==> config.mk <==
export PLATFORM = sky130hd
export DESIGN_NAME = sync_fifo
export DESIGN_NICKNAME = d
export VERILOG_FILES = /design/src/rtl/sync_fifo.sv
export SDC_FILE = /design/constraint.sdc
export NUM_CORES = 2
export LEC_CHECK = 0
export ABC_CLOCK_PERIOD_IN_PS = 3720
export BUFFER_PORTS_ARGS = -buffer_cell sky130_fd_sc_hd__buf_2
export CORE_MARGIN = 2
export CORE_UTILIZATION = 57
export DETAILED_ROUTE_END_ITERATION = 12
export GPL_ROUTABILITY_DRIVEN = 0
export PLACE_DENSITY = 0.81
export SETUP_SLACK_MARGIN = 0.3
export SYNTH_ARGS = -nofsm -noshare
export SYNTH_HDL_FRONTEND = slang
export SYNTH_SLANG_ARGS = --single-unit
==> constraint.sdc <==
create_clock -name i_Clk -period 3.72 [get_ports i_Clk]
set_clock_uncertainty 0.05 [all_clocks]
set_input_delay 0.372 -clock i_Clk [delete_from_list [all_inputs] [get_ports i_Clk]]
set_output_delay 0.372 -clock i_Clk [all_outputs]
set_load 0.01 [all_outputs]
==> src/rtl/sync_fifo.sv <==
// sync_fifo: single-clock FIFO with registered read port, full/empty and
// programmable almost-full/almost-empty flags.
module sync_fifo #(
  parameter int WIDTH = 8,
  parameter int DEPTH = 256
) (
  input  logic                     i_Clk,
  input  logic                     i_Rst,
  input  logic                     i_Wr_DV,
  input  logic [WIDTH-1:0]         i_Wr_Data,
  input  logic [$clog2(DEPTH)-1:0] i_AF_Level,
  output logic                     o_AF_Flag,
  output logic                     o_Full,
  input  logic                     i_Rd_En,
  output logic                     o_Rd_DV,
  output logic [WIDTH-1:0]         o_Rd_Data,
  input  logic [$clog2(DEPTH)-1:0] i_AE_Level,
  output logic                     o_AE_Flag,
  output logic                     o_Empty
);
  localparam int AW = $clog2(DEPTH);
  localparam int CW = $clog2(DEPTH + 1);
  logic [WIDTH-1:0] r_mem [DEPTH];
  logic [AW-1:0]    r_wr_ptr, r_rd_ptr;
  logic [CW-1:0]    r_count;
  logic             w_rd_ok, w_wr_ok;
  assign w_rd_ok = i_Rd_En && (r_count != '0);
  // a full FIFO still takes a write when a read frees a slot on the same edge
  assign w_wr_ok = i_Wr_DV && ((r_count != CW'(DEPTH)) || w_rd_ok);
  always_ff @(posedge i_Clk)
    if (w_wr_ok) r_mem[r_wr_ptr] <= i_Wr_Data;
  always_ff @(posedge i_Clk or posedge i_Rst)
    if (i_Rst) begin
      r_wr_ptr  <= '0;
      r_rd_ptr  <= '0;
      r_count   <= '0;
      o_Rd_DV   <= 1'b0;
      o_Rd_Data <= '0;
    end else begin
      if (w_wr_ok) r_wr_ptr <= (r_wr_ptr == AW'(DEPTH - 1)) ? '0 : r_wr_ptr + AW'(1);
      if (w_rd_ok) r_rd_ptr <= (r_rd_ptr == AW'(DEPTH - 1)) ? '0 : r_rd_ptr + AW'(1);
      if (w_rd_ok) o_Rd_Data <= r_mem[r_rd_ptr];
      r_count <= r_count + CW'(w_wr_ok) - CW'(w_rd_ok);
      o_Rd_DV <= w_rd_ok;
    end
  assign o_Empty   = (r_count == '0);
  assign o_Full    = (r_count == CW'(DEPTH));
  assign o_AE_Flag = (r_count < CW'(i_AE_Level));
  assign o_AF_Flag = (r_count > CW'(DEPTH) - CW'(i_AF_Level));
endmodule

* After elaboration in Yosys (flattened, before gate mapping)
Memory sizes are Yosys's and may differ from the RTL's. A register that Yosys moved wholly into a read port is not among the register bits.
Index checks and enable logic that the tools add are counted.
** Word-level totals
- Bits in registers :: 26
- Memory bits (writable) :: 2048
- Input port bits :: 28
- Output and inout port bits :: 13
- Logic and storage cells :: 25
- Memories kept :: 1
** Memory list
- r_mem :: words 256, width 8, read ports 1, clocked after Yosys merged registers in 1, write ports 1, line 23 : logic [WIDTH-1:0] r_mem [DEPTH];
** Operators by class
- $add $sub $neg :: 5
- Magnitude comparators :: 2
- Equal/unequal tests :: 4
- Mux-type cells :: 4
- Reduce and logical (&&, ||, !) cells :: 5
** Operators with widths (number)
- 8-bit by 1-bit adder with 8-bit output, second input constant :: 2
- 8-bit == test, second input constant :: 2
- 8-bit two-way mux :: 2
- 9-bit by 1-bit adder with 9-bit output :: 1
- 9-bit == test, second input constant :: 1
- 9-bit greater-than comparator :: 1
- 9-bit zero test :: 1
- 9-bit by 8-bit less-than comparator with 1-bit output :: 1
- 9-bit inequality test, second input constant :: 1
- 9-bit nonzero test :: 1
- 9-bit by 1-bit subtractor with 9-bit output :: 1
- 9-bit by 8-bit subtractor with 9-bit output, first input constant :: 1
- 1-bit logical AND :: 2
- 1-bit two-way mux :: 2
- 1-bit logical OR :: 1

* Longest topological paths before layout
- Depth in word-level cells :: 6
- Gate-level depth with buffers :: 20
- Gate-level depth less buffers :: 18

* Worst setup path before layout
No wires, ideal clock.
- Path kind :: register to register
- Start :: register r_count[7]
- End :: register r_count[8]
- Library setup time :: 0.125 ns
- Arrival time :: 3.360 ns
- Data required time :: 3.545 ns
- Slack :: 0.185 ns
- Stages on the path, launching flop included :: 21
- Buffers on the path :: 2
- Period minus slack after synthesis :: 3.535 ns
- Path through :: dfrtp_1 > inv_1 > ha_1 > nor2b_1 > nand3_1 > o21ai_0 > inv_1 > clkbuf_1 > clkbuf_1 > o21ai_0 > ha_1 > inv_1 > fa_1 > nand2b_1 > a21oi_1 > o21ai_0 > a21oi_1 > o21ai_0 > a21oi_1 > nor2_1 > xnor2_1
** On the way
- Word-level cells in the longest chain between the ends :: 6
- Elaborated cells between the ends (all ways) :: 7
- Those cells by class :: 2 x add/sub; 1 x eq/ne; 4 x reduce/logical
** RTL lines
- from (decl) :: line 25 : logic [CW-1:0] r_count;
- from (signal assigned) :: line 43 : r_count <= r_count + CW'(w_wr_ok) - CW'(w_rd_ok);
- 9-bit nonzero test * :: line 27 : assign w_rd_ok = i_Rd_En && (r_count != '0);
- 1-bit logical AND * :: line 27
- named net w_rd_ok :: line 26 : logic w_rd_ok, w_wr_ok;
- 1-bit logical OR :: line 29 : assign w_wr_ok = i_Wr_DV && ((r_count != CW'(DEPTH)) || w_rd_ok);
- 1-bit logical AND :: line 29
- 9-bit by 1-bit adder with 9-bit output :: line 43
- 9-bit by 1-bit subtractor with 9-bit output * :: line 43
Mark *: on every way through the listed nets, which the timed path passes. The rest lies on a longest branch.
A chain may end at the register's enable or synchronous reset.

==> results.json <==
{
  "drt_iter0_drc": 7767,
  "grt_start_max_net_pins": 127,
  "layout-drive-gt1-share": 0.2643,
  "finish.utilization": 0.6524,
  "synth_xor_area_frac": 0.002467,
  "primary_ff_master_synth": "sky130_fd_sc_hd__edfxtp_1",
  "crit_path_start_kind": "register",
  "power.sequential.fraction": 0.393,
  "hold_ws_ns": 0.03164,
  "synth_top_family_by_area": "multiplexers",
  "post_synthesis_net_count": 3996,
  "dr_total_vias": 44060,
  "critical_path_arrival_ns": 4.24,
  "clock_tree.buffer_depth": 3,
  "die_height_um": 382.5,
  "grt_pass1_wl_mm": 311.9,
  "initial_util": 0.5753,
  "synthToLayoutAreaGrowth_pct": 13.40,
  "count_of_flip_flops_with_a_built_in_enable_after_synthesis": 2048,
  "postSynth.asyncResetShare": 0.01633,
  "ff2ff_setup_slack_ns": 0.20,
  "yosys.area.top_type_share": 0.7531,
  "slew_viol_final": 0,
  "max_stage_delay_ns": 0.58,
  "final_antenna_net_count": 0,
  "yosys-top-cells-area": "sky130_fd_sc_hd__edfxtp_1 75%, sky130_fd_sc_hd__mux4_2 13%, sky130_fd_sc_hd__mux2i_1 1.6%",
  "post_synth_instance_area_sq_um": 81660,
  "rsz0062_at_grt": "true",
  "power.share.switching": 0.3240,
  "switching_power_mw": 22.01,
  "route.met2.wl_mm": 102.5,
  "worstSetupEndpointType": "register",
  "series_of_cell_instances_along_the_critical_path": "buf_12 > buf_16 > and2_1 > buf_4 > a22oi_1 > nor2_1 > nor3b_1 > o221ai_1 > a211oi_1 > or4_1 > o32a_1",
  "numPortBuffers": 40,
  "routedLengthMet1_mm": 74.26,
  "setup_ws_ns": 0.2038,
  "final.setup.tns_ns": 0,
  "yosys.area_share.simple": 0.02917,
  "tritoncts": "done",
  "ir_worst_vdd_v": 0.0005067,
  "required_ns": 4.44,
  "clock_latency_ns": 0.86,
  "timing_worst_setup_path_type": "reg -> reg",
  "timing.critical_path.max_delay_family": "compound AO/OA/AOI/OAI gates",
  "wire_length_reported_by_the_detailed_router_mm": 218.6,
  "worst_setup_hold_path_clk_slew_ns": 0.07,
  "timing.max_slew.rel_slack": 0.2116,
  "globalRouteOverflowTotal": 0,
  "die_area_sq_um": 146300,
  "antenna_found_initial": 10,
  "dp_slack_ns": 0.07795,
  "netlist.top_cell.by_area": "sky130_fd_sc_hd__edfxtp_1",
  "maxClockFrequency_mhz": 284.4,
  "wl_per_cell_um": 34.59,
  "internal-power_mw": 45.92,
  "synth_mux_area_frac": 0.1524,
  "powerDensity_nw_per_um2": 733.6,
  "dp_hpwl_mm": 133.3,
  "timing.critical_path.slowest_stage_cell": "sky130_fd_sc_hd__a211oi_1",
  "ffs_latches_synth": 2082,
  "ys_warn_count": 0,
  "worst_hold_path_class": "in -> async",
  "power.share.clock": 0.289,
  "post-place-cells": 5925,
  "timing_hold_violations_final": 0,
  "cellLeakagePower_nw": 29.53,
  "synthCells": 3934,
  "finalCritPeriodShare": 0.9452,
  "synth-compound-area-share": 0.03022,
  "report.final.setup_viol": 0,
  "final_cell_area_sq_um": 92600,
  "std_cell_rows": 138,
  "cts.root.buffer_cell": "sky130_fd_sc_hd__clkbuf_16",
  "cts_inserted_buffers": 196,
  "syn_avg_cell_area_sq_um": 20.76,
  "num-nets-final": 4318,
  "drc_errors": 0,
  "cts_htree_levels": 4,
  "tritoncts_num_sinks": 2082,
  "top_signal_layer_used": "met5",
  "track_usage": 0.2992,
  "detailed_place.area_sq_um": 85800,
  "worstMarginPinSlew_ns": 1.178,
  "num_io_pins": 41,
  "share_comb_of_total_power": 0.319,
  "routed-wl-met3_mm": 30.09,
  "viasPerCell": 6.973,
  "first_global_vias": 43790,
  "1st_pass_router_iterations": 7,
  "synth_adder_area_share": 0.005302,
  "period_minus_slack_ns": 3.516,
  "cap_viol_max_count": 0,
  "status": "finished, final reports clean",
  "total_power_mw": 67.93,
  "crit_path_max_fanout": 21,
  "sequential_share_of_the_synthesized_area": 0.7635,
  "die_width_um": 382.5,
  "number_of_cells_in_the_finished_layout_apart_from_fillers": 6319,
  "placeable_area_sq_um": 141900,
  "yosysUniqueCellTypes": 64,
  "path_buf_inv": 3
}
## final cells by class
type / instances / area, sq um
fillers: 8594 / 49330
diodes: 9 / 22.52
multi-input cells: 1590 / 18170
clock inverters: 113 / 1110
flip-flops and latches: 2082 / 62370
inverters: 33 / 128.9
well taps: 1890 / 2365
clock buffers: 249 / 5154
repair buffers: 353 / 3284
## power by group through the flow
stage	Sequential, mW	Combinational [mW]	Clock [mW]
2_1_floorplan	26.8	12.4	0
3_3_place_gp	27.1	19.6	0
3_5_place_dp	27.1	20.0	0
4_1_cts	26.6	20.6	19.7
5_1_grt	26.7	22.1	20.5
6_report	26.7	21.7	19.6
## cell usage after synthesis (6+ instances only)
cell and number:
sky130_fd_sc_hd__edfxtp_1 2048, sky130_fd_sc_hd__mux4_2 474, sky130_fd_sc_hd__nor2_1 333, sky130_fd_sc_hd__mux2i_1 134, sky130_fd_sc_hd__clkbuf_1 100, sky130_fd_sc_hd__nand2_1 84
sky130_fd_sc_hd__buf_2 54, sky130_fd_sc_hd__a21oi_1 52, sky130_fd_sc_hd__a22oi_1 51, sky130_fd_sc_hd__buf_4 46, sky130_fd_sc_hd__o21ai_0 38, sky130_fd_sc_hd__a221oi_1 35
sky130_fd_sc_hd__a22o_1 34, sky130_fd_sc_hd__dfrtp_1 34, sky130_fd_sc_hd__nand3_1 34, sky130_fd_sc_hd__o221ai_1 34, sky130_fd_sc_hd__ha_1 33, sky130_fd_sc_hd__o22ai_1 33
sky130_fd_sc_hd__inv_1 31, sky130_fd_sc_hd__nor2b_1 23, sky130_fd_sc_hd__nand2b_1 17, sky130_fd_sc_hd__nor3_1 17, sky130_fd_sc_hd__buf_6 16, sky130_fd_sc_hd__mux2_2 15
sky130_fd_sc_hd__xnor2_1 12, sky130_fd_sc_hd__buf_1 11, sky130_fd_sc_hd__nand4_1 11, sky130_fd_sc_hd__xor2_1 11, sky130_fd_sc_hd__a211oi_1 10, sky130_fd_sc_hd__a31oi_1 10
sky130_fd_sc_hd__mux4_1 10, sky130_fd_sc_hd__a21o_1 9, sky130_fd_sc_hd__and2_1 9, sky130_fd_sc_hd__nor4_1 8, sky130_fd_sc_hd__o31ai_1 6
## layer usage
layer	vias up	global-route usage
li1	16950	-
met1	22500	0.3942
met2	3869	0.4627
met3	737	0.09253
met4	10	0.1367
met5	-	0
## worst register-to-register path: cells and delay by family (launching register included)
family / cells / cell delay [ns]
AO/OA/AOI/OAI: 4 / 1.35
buffers and inverters: 3 / 0.65
AND/OR/NAND/NOR: 4 / 0.87
flip-flops: 1 / 0.55
## flip-flops by register name (all words and copies together) (netlist names)
register / flops
r_mem: 2048
r_count: 9
o_Rd_Data: 8
r_rd_ptr: 8
r_wr_ptr: 8
o_Rd_DV: 1
## worst paths after layout
kind,startpoint,to,cells past startpoint
hold reg to reg,o_Rd_Data[6],o_Rd_Data[6],2
hold / removal,i_Rst,r_count[7],3
min in group i_Clk,i_Wr_Data[6],r_mem[185][6],1
setup reg to reg,r_rd_ptr[0],o_Rd_Data[7],11
setup / recovery,r_rd_ptr[0],o_Rd_Data[7],11
max in group asynchronous,i_Rst,r_rd_ptr[0],4
## kinds of logic after synthesis
| family | after synthesis |
|---|---|
| AND/OR/NAND/NOR | 556 |
| XOR/XNOR | 23 |
| AO/OA/AOI/OAI | 344 |
| adder cells (fa/ha/maj) | 34 |
| buffers and inverters | 262 |
| multiplexers | 633 |
| flip-flops | 2082 |
## cells in the final DEF (no fill, tap or decap), types with 26 or more instances in the layout
master	instances
sky130_fd_sc_hd__edfxtp_1	2048
sky130_fd_sc_hd__mux4_2	474
sky130_fd_sc_hd__nor2_1	329
sky130_fd_sc_hd__buf_4	255
sky130_fd_sc_hd__clkbuf_16	199
sky130_fd_sc_hd__mux2i_1	133
sky130_fd_sc_hd__nand2_1	84
sky130_fd_sc_hd__a22oi_1	50
sky130_fd_sc_hd__a21oi_1	49
sky130_fd_sc_hd__clkbuf_1	48
sky130_fd_sc_hd__clkinv_2	39
sky130_fd_sc_hd__buf_12	39
sky130_fd_sc_hd__clkinv_1	38
sky130_fd_sc_hd__o21ai_0	35
sky130_fd_sc_hd__nand3_1	34
sky130_fd_sc_hd__a22o_1	34
sky130_fd_sc_hd__o221ai_1	34
sky130_fd_sc_hd__buf_2	32
sky130_fd_sc_hd__a221oi_1	31
sky130_fd_sc_hd__inv_1	30
sky130_fd_sc_hd__o22ai_1	30
sky130_fd_sc_hd__ha_1	30
sky130_fd_sc_hd__dfrtp_1	26
## what timing repair did
item                       4_1_cts  5_1_grt
setup endpoints to repair        9       18
setup buffers                   10        6
hold buffers                     4        0
pin swaps                        5       18
resized for setup               17       36
cloned                           0        3
hold endpoints to repair        66        0
Power figures use the tool's default switching activity.
